$ cat src/rtl/sdrc_pkg.sv
// sdrc_pkg: shared colbits encodings, sequencer states and page-mask helper
package sdrc_pkg;
  localparam logic [1:0] CB_8  = 2'b00;
  localparam logic [1:0] CB_9  = 2'b01;
  localparam logic [1:0] CB_10 = 2'b10;
  localparam logic [1:0] CB_11 = 2'b11;
  typedef enum logic {IDLE, BURST} state_t;
  function automatic logic [11:0] page_mask(input logic [1:0] cb);
    return cb == CB_8 ? 12'h0ff : cb == CB_9 ? 12'h1ff : cb == CB_10 ? 12'h3ff : 12'h7ff;
  endfunction
endpackage

$ cat src/rtl/sdrc_col_inc.sv
// sdrc_col_inc: combinational half-adder-chain incrementer, sum = a + 1
module sdrc_col_inc #(
  parameter int W = 12
) (
  input  logic [W-1:0] a,
  output logic [W-1:0] sum
);
  logic cy;
  always_comb begin
    cy = 1'b1;
    sum = '0;
    for (int i = 0; i < W; i++) begin
      sum[i] = a[i] ^ cy;
      cy = cy & a[i];
    end
  end
endmodule

$ cat src/rtl/sdrc_col_burst_gen.sv
// sdrc_col_burst_gen: issues one column per beat, stopping at the page boundary
module sdrc_col_burst_gen
  import sdrc_pkg::*;
#(
  parameter int COL_W = 12,
  parameter int LEN_W = 8
) (
  input  logic             clk,
  input  logic             reset,
  input  logic [1:0]       cfg_colbits,
  input  logic             req_valid,
  output logic             req_ready,
  input  logic [COL_W-1:0] req_col,
  input  logic [LEN_W-1:0] req_len,
  output logic             beat_valid,
  input  logic             beat_ready,
  output logic [COL_W-1:0] beat_col,
  output logic             beat_last,
  output logic             done,
  output logic             split,
  output logic [COL_W-1:0] split_col,
  output logic [LEN_W-1:0] split_len
);
  state_t           state;
  logic [COL_W-1:0] col, col_nxt, pm;
  logic [LEN_W-1:0] cnt;
  logic [1:0]       cb;
  logic             page_end, cnt_one;
  sdrc_col_inc #(.W(COL_W)) u_inc (.a(col), .sum(col_nxt));
  assign pm         = COL_W'(page_mask(cb));
  assign page_end   = (col & pm) == pm;
  assign cnt_one    = cnt == LEN_W'(1);
  assign req_ready  = state == IDLE;
  assign beat_valid = state == BURST;
  assign beat_col   = col;
  assign beat_last  = beat_valid & (cnt_one | page_end);
  always_ff @(posedge clk) begin
    if (reset) begin
      state     <= IDLE;
      col       <= '0;
      cnt       <= '0;
      cb        <= '0;
      done      <= 1'b0;
      split     <= 1'b0;
      split_col <= '0;
      split_len <= '0;
    end else begin
      done  <= 1'b0;
      split <= 1'b0;
      if (state == IDLE) begin
        if (req_valid && req_len != '0) begin
          col   <= req_col;
          cnt   <= req_len;
          cb    <= cfg_colbits;
          state <= BURST;
        end else if (req_valid) begin
          done <= 1'b1;
        end
      end else if (beat_ready) begin
        // last beat wins over a coincident page end: no split with nothing left
        if (cnt_one) begin
          state <= IDLE;
          done  <= 1'b1;
        end else if (page_end) begin
          state     <= IDLE;
          split     <= 1'b1;
          split_col <= col_nxt;
          split_len <= cnt - LEN_W'(1);
        end else begin
          col <= col_nxt;
          cnt <= cnt - LEN_W'(1);
        end
      end
    end
  end
endmodule

$ cat config.mk
export PLATFORM = sky130hd
export DESIGN_NAME = sdrc_col_burst_gen
export DESIGN_NICKNAME = d
export VERILOG_FILES = /design/src/rtl/sdrc_pkg.sv /design/src/rtl/sdrc_col_inc.sv /design/src/rtl/sdrc_col_burst_gen.sv
export SDC_FILE = /design/constraint.sdc
export NUM_CORES = 1
export LEC_CHECK = 0
export CAP_MARGIN = 20
export CORE_ASPECT_RATIO = 0.5
export CORE_UTILIZATION = 40
export CTS_CLUSTER_SIZE = 28
export DETAILED_ROUTE_END_ITERATION = 6
export DONT_BUFFER_PORTS = 1
export PLACE_DENSITY_LB_ADDON = 0.08
export SETUP_SLACK_MARGIN = 0.5
export SYNTH_ARGS = -nofsm -noshare
export SYNTH_HDL_FRONTEND = slang
export SYNTH_SLANG_ARGS = --single-unit
$ cat constraint.sdc
create_clock -name clk -period 3.2 [get_ports clk]
set_clock_uncertainty 0.1 [all_clocks]
set_input_delay 0.48 -clock clk [delete_from_list [all_inputs] [get_ports clk]]
set_output_delay 0.48 -clock clk [all_outputs]
set_load 0.005 [all_outputs]
==> flow_summary.json, run 1 <==
{
  "status": "finished, final reports clean",
  "leakage_nw": 1.08,
  "ys_types": 48,
  "finalSetupTns_ns": 0,
  "cp.required_ns": 3.28,
  "ys.flop_type": "dfxtp_1",
  "fin_area_mm2": 0.00274,
  "antenna_found_initial": 0,
  "ys_seq_elements": 45,
  "cts_tree": "built",
  "postCtsHoldBufs": 0,
  "power_density_mw_per_mm2": 551,
  "hold_depth": 1,
  "rows": 19,
  "synth_top_family_by_area": "simple AND/OR/NAND/NOR gates",
  "drive_above_1_share_pct": 25.3,
  "finalHoldViolCount": 0,
  "worstSetupPathType": "flop to flop",
  "utilization_pct": 48.1,
  "synth_seq_area_share_pct": 36.6,
  "synthMuxAreaShare_pct": 11.0,
  "dieHeight_um": 57.5,
  "clk_latency_ns": 0.29,
  "cp_max_fo": 5,
  "synth_edf_count": 0,
  "fin_nets": 274,
  "grt_pass1_vias": 1810,
  "clk_path_buf_depth": 2,
  "rr_endpoint": "beat_col[11]",
  "final_antenna_net_count": 0,
  "drt_first_pass_iters": 4,
  "synthSimpleGateAreaFrac_pct": 21.0,
  "viasPerCell": 5.80,
  "synth_fa_ha_area_share_pct": 6.10,
  "clk_pin_slew_ns": 0.06,
  "setup_violations": 0,
  "diodes": 0,
  "peakVddDrop_mv": 0.238,
  "cts_buffers": 5,
  "synthToLayoutAreaGrowth_pct": 11.4,
  "synthArstFlopShare_pct": 0,
  "end_kind": "flop",
  "critPathArrivalTime_ns": 2.65,
  "critPathCapture": "beat_col[11]",
  "grt_pass1_wl_um": 9760,
  "die-area_mm2": 0.00649,
  "wire_per_inst_um": 19.2,
  "grt_max_degree": 51,
  "yosys_warnings": 0,
  "dp_hpwl_um": 4000,
  "dpl_cell_area_mm2": 0.00246,
  "die_w_um": 113,
  "hold_class": "input port to flop",
  "maxCapViolations": 0,
  "synth_compound_area_share_pct": 17.8,
  "worstMarginPinSlew_ns": 0.760,
  "syn-instance-count": 241,
  "ctsRootBufferMaster": "clkbuf_16",
  "startpoint_type": "flop",
  "drc": 0,
  "drt_iter0_drc": 61,
  "fp.coreArea_mm2": 0.00571,
  "h-tree-depth": 2,
  "ios": 63,
  "place.port_buffers": 0,
  "rsz0062_at_grt": "no",
  "period_needed_ns": 2.57,
  "relSlewSlack_pct": 49.2,
  "totalWireLength_um": 5940,
  "r2r_setup_slack_ns": 0.63,
  "min_period_over_period_pct": 80.4,
  "cts_sinks": 45,
  "n_fill_cell": 548,
  "initial_core_util_pct": 43.2,
  "overflow": 0,
  "timing.fmax_mhz": 389,
  "timing.reg2reg.worst_path_depth": 13,
  "synth_area_mm2": 0.00246,
  "gp_congestion": 0.824,
  "drv_slew": 0,
  "syn-num-nets": 279,
  "startpoint": "beat_col[0]",
  "post_cts_buffers": 0,
  "grtUsageTotal_pct": 20.1,
  "synth_xor_area_share_pct": 2.49,
  "power_mw": 1.51,
  "r2r-start": "beat_col[0]",
  "syn_area_per_cell_um2": 10.2,
  "via_count": 1798
}
[state kept, by name, summed over array words and instances, names as in the netlist]
| register | flops |
|---|---|
| beat_valid | 1 |
| cnt | 8 |
| cb | 2 |
| beat_col | 12 |
| split_len | 8 |
| done | 1 |
| split_col | 12 |
| split | 1 |
[cell type report]
type | instances | area [um2] | share of cell area [%]
clock buffers | 7 | 143 | 5.20
clock inverters | 1 | 30.0 | 1.09
inverters | 4 | 15.0 | 0.547
multi-input cells | 177 | 1530 | 55.7
flip-flops and latches | 45 | 906 | 33.0
well taps | 73 | 91.3 | 3.33
repair buffers | 3 | 30.0 | 1.09
[cells in the final DEF, fill, tap and decap left out, types with 3 or more instances in the layout]
cell       netlist  layout
dfxtp_1         45      43
nor2_1          28      28
mux2i_1         27      27
a21oi_1         13      13
nor3_2          10      10
nand2_1          8       8
nand2b_1         6       6
a211oi_2         6       6
ha_4             0       6
nand3_1          5       5
o32ai_1          5       5
a211oi_1         5       5
xor2_1           5       5
nor3_1           5       5
clkbuf_16        0       5
inv_1            4       4
a2bb2oi_1        4       4
or2_2            4       4
ha_2             0       4
nor2_4           3       3
a22oi_1          3       3
[worst min-delay path by stage]
stage               slack [ns]  start            to
floorplan                 0.34  cb[0]         cb[0]
finish                    0.16  reset  split_len[6]
global placement          0.35  cb[0]         cb[0]
detailed placement        0.35  cb[0]         cb[0]
CTS                       0.14  reset   beat_col[0]
global route              0.15  reset  beat_col[10]
[Yosys cell counts (3+ instances only)]
library cell   n  area share, %
nand2_1        8            1.2
nand2b_1       6            1.5
or2_2          4            1.0
a211oi_1       5            1.5
buf_4          3           0.91
buf_1          4           0.61
nor3_1         5            1.0
a21oi_1       13            2.6
nor2_4         3            1.4
nor3_2        10            4.1
xor2_1         5            1.8
mux2i_1       27             11
nor2_1        28            4.3
clkbuf_1       4           0.61
dfxtp_1       45             37
inv_1          4           0.61
ha_1          12            6.1
o32ai_1        5            1.8
a22oi_1        3           0.91
a211oi_2       6            3.0
nand3_1        5            1.0
a2bb2oi_1      4            1.4
[power by group]
part           leakage [nW]  internal, mW  switching [mW]  total [mW]
registers             0.368         0.591          0.0451       0.636
logic                 0.625         0.120           0.142       0.261
clock network        0.0841         0.390           0.224       0.615
total                  1.08          1.10           0.411        1.51
[metrics by stage]
| stage | setup WS [ns] | hold slack, ns | cells |
|---|---|---|---|
| 5_1_grt | 0.536 | 0.146 | 310 |
| 4_1_cts | 0.509 | 0.144 | 309 |
| 3_3_place_gp | 0.383 | 0.345 | 301 |
| 3_5_place_dp | 0.333 | 0.348 | 301 |
| 6_report | 0.628 | 0.155 | 310 |
| 2_1_floorplan | 0.534 | 0.340 | 241 |
[repair_timing]
action | CTS | global route
endpoints found under the setup margin | 4 | 3
gates resized for setup | 10 | 10
pin swaps | 0 | 1
[cell families (layout without fill, tap and decap cells)]
kind of cell	Yosys count	count (layout)
flops	45	45
xor+xnor	7	7
buf+inv	19	15
mux	27	27
compound gates	49	49
fa+ha+maj	12	12
simple gates	82	82
[routing by layer]
layer | GRT usage, % | share of wire (%) | vias to the layer above | wire (um)
met1 | 26.4 | 48 | 866 | 2860
met2 | 29.8 | 42 | 58 | 2500
met4 | 8.08 | 1.2 | 0 | 71
met5 | 0 | 0 | - | 0
li1 | - | - | 868 | -
met3 | 8.08 | 8.7 | 6 | 515
[critical path, stage by stage (launching register included)]
cell and delay (ns):
dfxtp_4 0.37, ha_4 0.16, ha_2 0.17, ha_2 0.16, ha_2 0.16, ha_2 0.17, ha_4 0.16, ha_4 0.15
ha_4 0.15, ha_4 0.16, ha_4 0.16, nor3b_2 0.14, a21oi_1 0.13, o32ai_1 0.10
(Power assumes the default switching activity.)
==> run 2: changes to the inputs <==
- clock period: 3.2 -> 2.52 ns (I/O delays scaled with it)
==> flow_summary.json, run 2 (synthesis gave the netlist of run 1 again) <==
{
  "status": "finished, final reports clean",
  "ctsRootBufferMaster": "clkbuf_16",
  "initial_core_util_pct": 43.2,
  "final_antenna_net_count": 0,
  "path_common_cell": "ha_4",
  "final_cell_mix": "dfxtp_1, nor2_1, mux2i_1",
  "finalHoldViolCount": 0,
  "postCtsHoldBufs": 0,
  "drc": 0,
  "final_cells": 328,
  "leakage_nw": 1.18,
  "drt_first_pass_iters": 4,
  "pwr-share-seq_pct": 43.1,
  "drive_above_1_share_pct": 38.8,
  "grt_pass1_wl_um": 10600,
  "clk_path_buf_depth": 2,
  "critPathArrivalTime_ns": 2.54,
  "hold_class": "input port to flop",
  "grtUsageTotal_pct": 21.8,
  "clockPowerShare_pct": 34.4,
  "rows": 19,
  "fin_nets": 292,
  "h-tree-depth": 2,
  "worstSetupPathType": "flop to flop",
  "peakVddDrop_mv": 0.296,
  "grt_max_degree": 51,
  "wire_per_inst_um": 20.1,
  "gp_congestion": 0.812,
  "viasPerCell": 5.84,
  "cp.required_ns": 2.60,
  "clk_latency_ns": 0.30,
  "relSlewSlack_pct": 66.6,
  "via_count": 1914,
  "cts_tree": "built",
  "synthToLayoutAreaGrowth_pct": 25.5,
  "finalSetupTns_ns": 0,
  "cpPeakStageDelay_ns": 0.36,
  "die_w_um": 113,
  "p_comb_share_pct": 22.5,
  "rsz0062_at_grt": "yes",
  "place.port_buffers": 0,
  "setup_violations": 0,
  "cts_sinks": 45,
  "diodes": 0,
  "min_period_over_period_pct": 97.8,
  "placedCellCount": 305,
  "end_kind": "flop",
  "timing.fmax_mhz": 406,
  "dieHeight_um": 57.5,
  "worst_slack_ns": 0.0562,
  "drv_slew": 0,
  "cp_max_fo": 3,
  "dp_hpwl_um": 4170,
  "p_int_mw": 1.33,
  "maxCapViolations": 0,
  "power_density_mw_per_mm2": 614,
  "crit_chain": "ha_4 -> ha_4 -> ha_4 -> ha_4 -> ha_4 -> ha_4 -> ha_4 -> ha_4 -> ha_4 -> ha_4 -> nor3b_4 -> a21oi_2 -> o32ai_1",
  "startpoint_type": "flop",
  "cts_buffers": 5,
  "overflow": 0,
  "totalWireLength_um": 6600,
  "grt_pass1_vias": 2001,
  "drt_iter0_drc": 106,
  "fp.coreArea_mm2": 0.00571,
  "period_needed_ns": 2.46,
  "dp_slack_ns": 0.0723,
  "ios": 63,
  "die-area_mm2": 0.00649,
  "final_common_cell": "dfxtp_1",
  "power_switching_uw": 571,
  "switching_share_pct": 30.1,
  "worstMarginPinSlew_ns": 0.501,
  "cpMaxStageDelayCell": "dfxtp_4",
  "clk_pin_slew_ns": 0.06,
  "antenna_found_initial": 0
}
[run 2: worst max-delay path: cells and delay by family, from the launching register on]
kind	cells	cell delay [ns]
fa+ha+maj	10	1.54
flops	1	0.36
compound gates	2	0.19
simple gates	1	0.14
[run 2: final timing paths]
path	endpoint	slack (ns)	from	cells after the start
max reg2reg	beat_col[11]	0.06	beat_col[1]	13
max	beat_col[11]	0.06	beat_col[1]	13
min	cnt[0]	0.04	reset	1
min reg2reg	cb[0]	0.36	cb[0]	2
[run 2: power groups by stage]
stage                     Clock [mW]  Sequential [mW]  Combinational [mW]
final                          0.653            0.817               0.427
after global routing           0.697            0.824               0.469
after CTS                      0.664            0.812               0.372
after detailed placement           0            0.827               0.344
after global placement             0            0.827               0.339
after floorplan                    0            0.814               0.287
[run 2: area by class of cell]
cell class | instances | area [um2]
Multi-Input combinational cell | 180 | 1730
Clock inverter | 2 | 10.0
Timing Repair Buffer | 18 | 195
Tap cell | 73 | 91.3
Clock buffer | 6 | 129
Inverter | 4 | 15.0
Fill cell | 523 | 2620
Sequential cell | 45 | 915
[run 2: timing repair]
action                                  CTS  global route
gates cloned                              1             2
pin swaps                                 4            21
endpoints found under the setup margin   38            37
resized for setup                        10            27
setup buffers                             6             5
[run 2: metrics by stage]
stage	utilization, %	area, um2	total power [mW]	hold slack (ns)
floorplan	-	2590	1.10	0.340
global placement	45.9	2620	1.17	0.347
detailed placement	45.9	2620	1.17	0.348
CTS	50.2	2870	1.85	0.0328
global route	54.1	3090	1.99	0.0306
finish	54.1	3090	1.90	0.0417
[run 2: routing by layer]
metal	share of wire [%]	routed length, um	GRT usage [%]
met5	0	0	0
met4	1.2	82	7.52
met3	6.8	447	8.40
met2	45	2980	34.5
met1	47	3090	27.6
